### config.mk
export PLATFORM = sky130hd
export DESIGN_NAME = instr_loader
export DESIGN_NICKNAME = d
export VERILOG_FILES = /design/src/rtl/instr_loader.sv
export SDC_FILE = /design/constraint.sdc
export NUM_CORES = 1
export LEC_CHECK = 0
export CORE_MARGIN = 10
export CORE_UTILIZATION = 45
export CTS_CLUSTER_DIAMETER = 80
export DETAILED_ROUTE_END_ITERATION = 12
export DONT_BUFFER_PORTS = 1
export GPL_ROUTABILITY_DRIVEN = 0
export SLEW_MARGIN = 20
export SYNTH_ARGS = -nofsm -noshare
export SYNTH_HDL_FRONTEND = slang
export SYNTH_SLANG_ARGS = --single-unit
### constraint.sdc
create_clock -name CLK -period 5.45 [get_ports CLK]
set_input_delay 0.545 -clock CLK [delete_from_list [all_inputs] [get_ports CLK]]
set_output_delay 0.545 -clock CLK [all_outputs]
set_load 0.01 [all_outputs]
### src/rtl/instr_loader.sv
// Boot-time program loader: parses a framed byte stream into little-endian 32-bit
// words, writes them to instruction memory, and holds the core until the checksum passes.
module instr_loader #(
   parameter int ADDR_W  = 10,
   parameter int TIMEOUT = 100000
) (
   input  logic              CLK,
   input  logic              RST,
   input  logic              rx_valid,
   input  logic [7:0]        rx_data,
   output logic              im_we,
   output logic [ADDR_W-1:0] im_waddr,
   output logic [31:0]       im_wdata,
   output logic              cpu_hold,
   output logic              load_done,
   output logic              load_err,
   output logic              busy,
   output logic [2:0]        state_dbg
);

   // rx_valid is a one-cycle strobe with no ready: every strobed byte is consumed
   // in the cycle it appears; im_we is a one-cycle pulse with no acknowledge.
   typedef enum logic [2:0] {
      S_IDLE   = 3'd0,
      S_LEN_LO = 3'd1,
      S_LEN_HI = 3'd2,
      S_DATA   = 3'd3,
      S_CSUM   = 3'd4,
      S_RUN    = 3'd5
   } state_t;

   localparam logic [7:0]  SYNC      = 8'hA5;
   localparam logic [16:0] MAX_WORDS = 17'd1 << ADDR_W;
   localparam int          TW        = $clog2(TIMEOUT + 1);
   localparam logic [TW-1:0] TO_LAST = TW'(TIMEOUT - 1);

   state_t        state;
   state_t        state_nxt;
   logic [7:0]    len_lo;
   logic [15:0]   len;
   logic [16:0]   word_cnt;
   logic [1:0]    byte_cnt;
   logic [23:0]   word_buf;
   logic [7:0]    xor_acc;
   logic [TW-1:0] to_cnt;

   logic [15:0]   len_in;
   logic          len_too_big;
   logic          last_byte;
   logic          last_word;
   logic          csum_ok;
   logic          timeout_hit;
   logic          start_frame;

   assign len_in      = {rx_data, len_lo};
   assign len_too_big = {1'b0, len_in} > MAX_WORDS;
   assign last_byte   = (byte_cnt == 2'd3);
   assign last_word   = (word_cnt == ({1'b0, len} - 17'd1));
   assign csum_ok     = (rx_data == xor_acc);
   // A byte arriving on the expiring cycle wins over the timeout.
   assign timeout_hit = busy && !rx_valid && (to_cnt == TO_LAST);
   assign start_frame = rx_valid && (rx_data == SYNC) &&
                        ((state == S_IDLE) || (state == S_RUN));

   always_ff @(posedge CLK or posedge RST) begin
      if (RST) state <= S_IDLE;
      else     state <= state_nxt;
   end

   always_comb begin
      state_nxt = state;
      if (timeout_hit) begin
         state_nxt = S_IDLE;
      end else if (rx_valid) begin
         case (state)
            S_IDLE:   if (rx_data == SYNC) state_nxt = S_LEN_LO;
            S_LEN_LO: state_nxt = S_LEN_HI;
            S_LEN_HI: begin
               if (len_too_big)         state_nxt = S_IDLE;
               else if (len_in == 16'd0) state_nxt = S_CSUM;
               else                     state_nxt = S_DATA;
            end
            S_DATA:   if (last_byte && last_word) state_nxt = S_CSUM;
            S_CSUM:   state_nxt = csum_ok ? S_RUN : S_IDLE;
            S_RUN:    if (rx_data == SYNC) state_nxt = S_LEN_LO;
            default:  state_nxt = S_IDLE;
         endcase
      end
   end

   always_comb begin
      cpu_hold  = 1'b1;
      load_done = 1'b0;
      busy      = 1'b0;
      case (state)
         S_LEN_LO, S_LEN_HI, S_DATA, S_CSUM: busy = 1'b1;
         S_RUN: begin
            cpu_hold  = 1'b0;
            load_done = 1'b1;
         end
         default: ;
      endcase
   end

   assign state_dbg = state;

   always_ff @(posedge CLK or posedge RST) begin
      if (RST) begin
         im_we    <= 1'b0;
         im_waddr <= '0;
         im_wdata <= '0;
         load_err <= 1'b0;
         len_lo   <= '0;
         len      <= '0;
         word_cnt <= '0;
         byte_cnt <= '0;
         word_buf <= '0;
         xor_acc  <= '0;
         to_cnt   <= '0;
      end else begin
         im_we <= 1'b0;

         if (!busy || rx_valid || timeout_hit) to_cnt <= '0;
         else                                  to_cnt <= to_cnt + 1'b1;

         if (timeout_hit) load_err <= 1'b1;

         if (start_frame) begin
            byte_cnt <= '0;
            word_cnt <= '0;
            xor_acc  <= '0;
            load_err <= 1'b0;
         end

         if (rx_valid) begin
            case (state)
               S_LEN_LO: len_lo <= rx_data;
               S_LEN_HI: begin
                  len <= len_in;
                  if (len_too_big) load_err <= 1'b1;
               end
               S_DATA: begin
                  xor_acc  <= xor_acc ^ rx_data;
                  byte_cnt <= byte_cnt + 2'd1;
                  case (byte_cnt)
                     2'd0: word_buf[7:0]   <= rx_data;
                     2'd1: word_buf[15:8]  <= rx_data;
                     2'd2: word_buf[23:16] <= rx_data;
                     default: begin
                        // Fourth byte completes the word; it goes straight to the write port.
                        im_we    <= 1'b1;
                        im_waddr <= word_cnt[ADDR_W-1:0];
                        im_wdata <= {rx_data, word_buf};
                        word_cnt <= word_cnt + 17'd1;
                     end
                  endcase
               end
               S_CSUM: if (!csum_ok) load_err <= 1'b1;
               default: ;
            endcase
         end
      end
   end

endmodule

==> reports/qor.log, run 1 <==
INFO  outcome        status=complete, no violations
INFO  run            maxCapViolCount=0
INFO  cts            post_cts.resized_instances=0
INFO  worst_setup_path worst_path_fanout_max=8
INFO  worst_setup_path critPathSlowestCell=sky130_fd_sc_hd__or3b_2
INFO  global_route   grt_pass1_vias=4741
INFO  worst_setup_path critPathBufInv=1
INFO  finish         fraction_of_final_layout_cells_sized_beyond_drive_strength_1=13.5%
INFO  global_route   grt_max_degree=74
INFO  worst_setup_path setup.worst_path.class=register to register
INFO  power          peakVddDrop=0.000253V
INFO  timing         final_cycle_utilization_of_the_critical_path=57.0%
INFO  routing        drt.antenna.violating_nets=0
INFO  worst_setup_path crit_required=5.75ns
INFO  logic_synthesis yosys.cell_types.count=50
INFO  floorplan      design.die.area=20000µm²
INFO  cts            source_to_sink_clock_delay_at_the_later_pin_of_the_worst_skew_pair=0.43ns
INFO  worst_setup_path timing.critical_path.to_type=register
INFO  placed_design  placedInstanceArea=6760µm²
INFO  floorplan      initial_utilization=45.9%
INFO  worst_setup_path cp_slowest_stage_delay=0.57ns
INFO  cts            cts-buffers-inserted=17
INFO  cts            clkTransAtPathRegs=0.06ns
INFO  cts            number_of_buffers_between_clock_root_and_the_deepest_sink=2
INFO  cts            cts-htree-levels=4
INFO  logic_synthesis synth-main-ff-cell=sky130_fd_sc_hd__dfrtp_1
INFO  logic_synthesis synth-warning-count=0
INFO  routing        detailedRoute.firstPassIterationCount=7
INFO  cts            tritoncts=built
INFO  routing        detail_route.vias_per_cell=5.50
INFO  timing         post-route-min-period=3.11ns
INFO  cts            clock_sink_count=139
INFO  finish         utilization=50.6%
INFO  floorplan      dieWidth=142µm
INFO  finish         layout_commonest_cell=sky130_fd_sc_hd__nand2_1
INFO  global_route   sum_of_overflow_across_all_layers_after_global_routing=0
INFO  power          power_per_cell_area=509nW/µm²
INFO  floorplan      chipHeight=142µm
INFO  timing         fin_worst_skew=0.0126ns
INFO  global_route   groute.usage.overall=15.7%
INFO  timing         maxClockFrequency=322MHz
INFO  logic_synthesis edff_count_synth=0
INFO  logic_synthesis ys_ff_latch=139
INFO  logic_synthesis post_synthesis_mux_area_share=8.53%
INFO  floorplan      pin_count=61
INFO  global_route   grt_first_pass_wirelength=25400µm
INFO  cts            clockRootBuffer=sky130_fd_sc_hd__clkbuf_16
INFO  finish         nets=688
INFO  placed_design  io_buffer_count=0
INFO  floorplan      placementRows=44
INFO  logic_synthesis synth-xor-area-share=6.33%
INFO  routing        routed_wirelength=15500µm
INFO  logic_synthesis syn_nets=704
INFO  cts            post-cts-setup-buffers=0
INFO  timing         finalSetupTns=0ns
INFO  timing         setup_violations=0
INFO  routing        route.detailed.drc=0
INFO  worst_setup_path arrival=3.41ns
INFO  min_path       min-delay-path-class=input port to asynchronous set/reset pin
INFO  timing         max-slew-margin-rel=37.7%
INFO  logic_synthesis synth_seq_area_share=52.3%
INFO  power          power.leakage=3.35nW
INFO  logic_synthesis post_synth_and_or_nand_nor_area_fraction=21.0%
INFO  finish         final_cell_area=7330µm²
INFO  logic_synthesis gate_count_post_synth=686
INFO  cts            cts_hold_repair.buffers=0
INFO  logic_synthesis synth_top_family_by_area=simple AND/OR/NAND/NOR gates
INFO  routing        via_count_of_the_routed_design=4766
INFO  global_route   grt_antenna_before_repair=0
INFO  logic_synthesis synth_adder_area_share=1.32%
INFO  worst_setup_path setup.worst_path.start_class=register
INFO  timing         hold_viol_final=0
INFO  logic_synthesis synthesis.area=6650µm²
INFO  logic_synthesis postSynth.asyncResetShare=100%
INFO  timing         final-max-slew-violation-count=0
INFO  timing         worst-slew-pin-transition=0.927ns
INFO  routing        dr.first_iter.drc_count=361
INFO  logic_synthesis synth_area_per_cell=9.69µm²
INFO  finish         areaGrowthSynthToFinish=10.3%
INFO  finish         mostFrequentLayoutCells=169 x sky130_fd_sc_hd__nand2_1, 139 x sky130_fd_sc_hd__dfrtp_1, 46 x sky130_fd_sc_hd__nor2_1, 45 x sky130_fd_sc_hd__mux2_2, 38 x sky130_fd_sc_hd__o21ai_0
INFO  worst_setup_path timing.critical_path.max_delay_family=compound AO/OA/AOI/OAI gates
INFO  timing         grt_setup_unrepaired=no
INFO  logic_synthesis synth_compound_gate_area_share=7.25%
INFO  finish         n_antenna_cell=0
INFO  worst_setup_path crit_chain=inv_1, ha_1, or3b_2, a2111oi_0, o32a_1, o2111ai_1, nor4_1, a31oi_1, o31a_1
INFO  floorplan      fp.coreArea=14500µm²
INFO  placed_design  place.detailed.hpwl=10500µm
INFO  routing        wl_per_instance=17.9µm
## logic make-up after synthesis
| group | count (synthesis) |
|---|---|
| xor gates and xnor gates | 48 |
| adders and majority gates | 7 |
| DFF | 139 |
| muxes | 51 |
| AOI/OAI and AO/OA | 77 |
| and+or+nand+nor | 309 |
| buffers and inverters | 55 |
## path summary, 6_finish.rpt
check                                                end  slack, ns               startpoint  cells past startpoint
worst max-delay path            state_dbg[0]$_DFFE_PP0P_       2.34       len[0]$_DFFE_PP0P_                      9
worst min register to register   im_wdata[0]$_DFFE_PP0P_       0.47  word_buf[0]$_DFFE_PP0P_                      2
worst min-delay path             im_wdata[2]$_DFFE_PP0P_       0.09                      RST                      1
min in group CLK                im_wdata[26]$_DFFE_PP0P_       0.22               rx_data[2]                      2
max in group asynchronous           xor_acc[0]$_DFF_PP0_       4.04                      RST                      2
worst max register to register  state_dbg[0]$_DFFE_PP0P_       2.34       len[0]$_DFFE_PP0P_                      9
## registers in the layout (all words and copies together), names as in the netlist
name	flops
im_wdata	32
word_buf	24
byte_cnt	2
word_cnt	17
len_lo	8
len	16
xor_acc	8
to_cnt	17
state_dbg	3
im_we	1
load_err	1
im_waddr	10
## layer usage
layer  part of all wire, %  track usage (%)
met3                   7.0             5.91
met2                    48             24.6
met4                   1.2             4.63
met1                    44             19.9
met5                     0                0
## stage by stage
step / instances / setup slack (ns) / hold WS [ns] / total power, mW
floorplan: 686 / 1.18 / 0.433 / 2.40
global placement: 835 / 2.46 / 0.445 / 2.59
detailed placement: 835 / 2.37 / 0.454 / 2.63
CTS: 867 / 2.35 / 0.104 / 3.77
global route: 867 / 2.01 / 0.124 / 3.97
finish: 867 / 2.34 / 0.0898 / 3.73
## report_power, final
part           switching [mW]  leakage [nW]  internal [mW]
Combinational           0.463          1.24          0.423
Clock                   0.506         0.281          0.610
Sequential              0.376          1.82           1.35
Total                    1.34          3.35           2.39
## synthesized netlist by cell type (3+ instances only)
cell type	n	share of area, %
sky130_fd_sc_hd__a21oi_1	12	0.90
sky130_fd_sc_hd__a31oi_1	4	0.38
sky130_fd_sc_hd__and3_1	3	0.28
sky130_fd_sc_hd__buf_1	6	0.34
sky130_fd_sc_hd__clkbuf_1	32	1.8
sky130_fd_sc_hd__dfrtp_1	139	52
sky130_fd_sc_hd__ha_1	7	1.3
sky130_fd_sc_hd__inv_1	15	0.85
sky130_fd_sc_hd__mux2_2	45	7.6
sky130_fd_sc_hd__mux2i_1	6	0.90
sky130_fd_sc_hd__nand2_1	169	9.5
sky130_fd_sc_hd__nand2b_1	5	0.47
sky130_fd_sc_hd__nand3_1	23	1.7
sky130_fd_sc_hd__nand3b_1	4	0.45
sky130_fd_sc_hd__nand4_1	7	0.66
sky130_fd_sc_hd__nor2_1	47	2.7
sky130_fd_sc_hd__nor2b_1	6	0.56
sky130_fd_sc_hd__nor3_1	9	0.68
sky130_fd_sc_hd__nor4_1	12	1.1
sky130_fd_sc_hd__nor4b_1	4	0.53
sky130_fd_sc_hd__o211ai_1	4	0.45
sky130_fd_sc_hd__o21ai_0	38	2.9
sky130_fd_sc_hd__o31ai_1	3	0.34
sky130_fd_sc_hd__or3_1	7	0.66
sky130_fd_sc_hd__xnor2_1	18	2.4
sky130_fd_sc_hd__xor2_1	30	4.0
## layout make-up
class	instances	area [µm²]
repair buffers	4	30.0
inverters	16	65.1
clock inverters	15	145
clock buffers	17	425
well taps	184	230
fillers	1313	7150
multi-input cells	492	2960
flip-flops and latches	139	3480
Power figures use the tool's default switching activity.
==> run 2, diff against run 1 <==
Clock period 5.45 ns to 2.6 ns, I/O delays scaled along.
==> reports/qor.log, run 2 (same netlist as run 1, synthesis figures left out) <==
INFO  finish         fillCellCount=1293
INFO  timing         max-slew-margin-rel=41.3%
INFO  power          power.internal=5.31mW
INFO  finish         mostFrequentLayoutCells=169 x sky130_fd_sc_hd__nand2_1, 139 x sky130_fd_sc_hd__dfrtp_1, 47 x sky130_fd_sc_hd__nor2_1, 45 x sky130_fd_sc_hd__mux2_2, 36 x sky130_fd_sc_hd__o21ai_0
INFO  worst_setup_path crit_chain=or4_4, or4_4, buf_6, nor3_4, o21ai_2, nor4_4, a31oi_2, buf_4, mux2i_2
INFO  floorplan      placementRows=44
INFO  power          swShare=35.3%
INFO  worst_setup_path crit_top_cell=sky130_fd_sc_hd__or4_4
INFO  finish         sequential_cell_area=3480µm²
INFO  timing         hold_viol_final=0
INFO  finish         layout_commonest_cell=sky130_fd_sc_hd__nand2_1
INFO  cts            cts-htree-levels=4
INFO  global_route   grt_first_pass_wirelength=27100µm
INFO  power          p_seq_share=42.6%
INFO  timing         worst-slew-pin-transition=0.879ns
INFO  timing         fin_worst_skew=0.0101ns
INFO  worst_setup_path worst_path_fanout_max=2
INFO  finish         n_antenna_cell=0
INFO  finish         multi_input_combinational_cell_area=3050µm²
INFO  global_route   sum_of_overflow_across_all_layers_after_global_routing=0
INFO  worst_setup_path crit_required=2.89ns
INFO  cts            clockRootBuffer=sky130_fd_sc_hd__clkbuf_16
INFO  global_route   grt_max_degree=46
INFO  placed_design  placedInstanceArea=6980µm²
INFO  routing        drt.antenna.violating_nets=0
INFO  floorplan      fp.coreArea=14500µm²
INFO  power          power_per_cell_area=1060nW/µm²
INFO  timing         final_cycle_utilization_of_the_critical_path=103%
INFO  worst_setup_path critPathSlowestCell=sky130_fd_sc_hd__or4_4
INFO  cts            source_to_sink_clock_delay_at_the_later_pin_of_the_worst_skew_pair=0.43ns
INFO  worst_setup_path cp_slowest_stage_delay=0.55ns
INFO  power          peakVddDrop=0.000484V
INFO  power          share_comb_of_total_power=29.1%
INFO  finish         max_ffs_per_register=32
INFO  finish         nets=726
INFO  worst_setup_path setup.worst_path.start_class=register
INFO  floorplan      pin_count=61
INFO  placed_design  dpl.cell_count=862
INFO  cts            clock_sink_count=139
INFO  placed_design  io_buffer_count=0
INFO  finish         final_cell_area=7760µm²
INFO  cts            cts-buffers-inserted=17
INFO  routing        detail_route.vias_per_cell=5.43
INFO  routing        dr.first_iter.drc_count=320
INFO  finish         fin_cells=905
INFO  floorplan      initial_utilization=45.9%
INFO  finish         areaGrowthSynthToFinish=16.8%
INFO  cts            tritoncts=built
INFO  routing        route.detailed.drc=0
INFO  timing         finalSetupTns=-0.189ns
INFO  timing         maxClockFrequency=374MHz
INFO  finish         fraction_of_final_layout_cells_sized_beyond_drive_strength_1=18.0%
INFO  finish         reg.largest.list=im_wdata (32), word_buf (24)
INFO  placed_design  place.detailed.hpwl=11100µm
INFO  worst_setup_path setup.worst_path.class=register to register
INFO  cts            clkTransAtPathRegs=0.06ns
INFO  finish         regMostFlops=im_wdata
INFO  min_path       min-delay-path-class=input port to register
INFO  floorplan      design.die.area=20000µm²
INFO  min_path       whs_path_depth=2
INFO  timing         post-route-min-period=2.67ns
INFO  floorplan      dieWidth=142µm
INFO  power          power.leakage=3.53nW
INFO  routing        routed_wirelength=16500µm
INFO  timing         whs=0.0466ns
INFO  finish         utilization=53.6%
INFO  floorplan      chipHeight=142µm
INFO  routing        detailedRoute.firstPassIterationCount=4
INFO  routing        wl_per_instance=18.2µm
INFO  global_route   grt_pass1_vias=5015
INFO  global_route   groute.usage.overall=16.8%
INFO  timing         final-max-slew-violation-count=0
INFO  run            maxCapViolCount=0
INFO  cts            number_of_buffers_between_clock_root_and_the_deepest_sink=2
INFO  outcome        status=finished with violations
INFO  power          share_clk_of_total_power=28.4%
INFO  global_route   grt_antenna_before_repair=0
INFO  worst_setup_path ff2ff_path_depth=9
INFO  worst_setup_path arrival=2.96ns
INFO  timing         pnr_worst_setup_slack=-0.0710ns
INFO  worst_setup_path timing.critical_path.to_type=register
INFO  power          p_sw=2.89mW
INFO  routing        via_count_of_the_routed_design=4914
INFO  timing         grt_setup_unrepaired=yes
INFO  outcome        failed_checks=negative setup slack
INFO  timing         setup_violations=3
## run 2: changes by cell type in the layout (fill, tap and decap cells not counted), moves of 3 or more
cell / delta
sky130_fd_sc_hd__buf_4: +26
sky130_fd_sc_hd__dlygate4sd3_1: +9
sky130_fd_sc_hd__inv_8: -5
sky130_fd_sc_hd__clkinvlp_4: +4
sky130_fd_sc_hd__inv_6: -3
## run 2: what timing repair did
item / CTS / global route
hold buffers: 9 / 0
buffers inserted: 2 / 0
endpoints found under the hold margin: 91 / 0
pin swaps: 10 / 3
setup endpoints to repair: 3 / 3
gates resized for setup: 9 / 10
## run 2: layer usage
metal	vias up	part of all wire, %	GRT usage [%]
met4	0	1.9	6.19
li1	2371	-	-
met5	-	0	0
met3	25	4.6	4.17
met1	2420	43	20.6
met2	98	51	28.1
## run 2: critical path: cells and delay by family, from the launching register on
kind,cells,cell delay (ns)
AOI/OAI and AO/OA,2,0.26
buffers and inverters,2,0.33
DFF,1,0.38
muxes,1,0.14
and+or+nand+nor,4,1.45
## run 2: per-stage QoR
stage / power, mW / setup WS [ns]
finish: 8.20 / -0.0710
global route: 8.72 / -0.137
CTS: 8.17 / -0.0845
detailed placement: 5.74 / -0.188
global placement: 5.63 / -0.0955
floorplan: 5.03 / -0.0770
## run 2: power by group through the flow
| stage | Combinational (mW) | Clock, mW | Sequential, mW |
|---|---|---|---|
| 2_1_floorplan | 1.67 | 0 | 3.36 |
| 3_3_place_gp | 2.13 | 0 | 3.50 |
| 3_5_place_dp | 2.20 | 0 | 3.53 |
| 4_1_cts | 2.30 | 2.37 | 3.50 |
| 5_1_grt | 2.66 | 2.47 | 3.59 |
| 6_report | 2.38 | 2.33 | 3.49 |
## run 2: area by class of cell
| class | instances | share of cell area (%) |
|---|---|---|
| multi-input cells | 492 | 39.3 |
| clock buffers | 18 | 5.66 |
| clock inverters | 14 | 1.73 |
| inverters | 16 | 0.822 |
| flip-flops and latches | 139 | 44.8 |
| repair buffers | 42 | 4.72 |
| well taps | 184 | 2.97 |
## run 2: worst paths after layout
kind / from / endpoint / slack [ns]
worst max-delay path: len[3]$_DFFE_PP0P_ / state_dbg[1]$_DFFE_PP0P_ / -0.07
worst min-delay path: rx_valid / load_err$_DFF_PP0_ / 0.05
worst max register to register: len[3]$_DFFE_PP0P_ / state_dbg[1]$_DFFE_PP0P_ / -0.07
worst min register to register: word_buf[8]$_DFFE_PP0P_ / im_wdata[8]$_DFFE_PP0P_ / 0.46
max in group asynchronous: RST / word_cnt[11]$_DFF_PP0_ / 1.26
min in group asynchronous: RST / im_wdata[23]$_DFFE_PP0P_ / 0.50
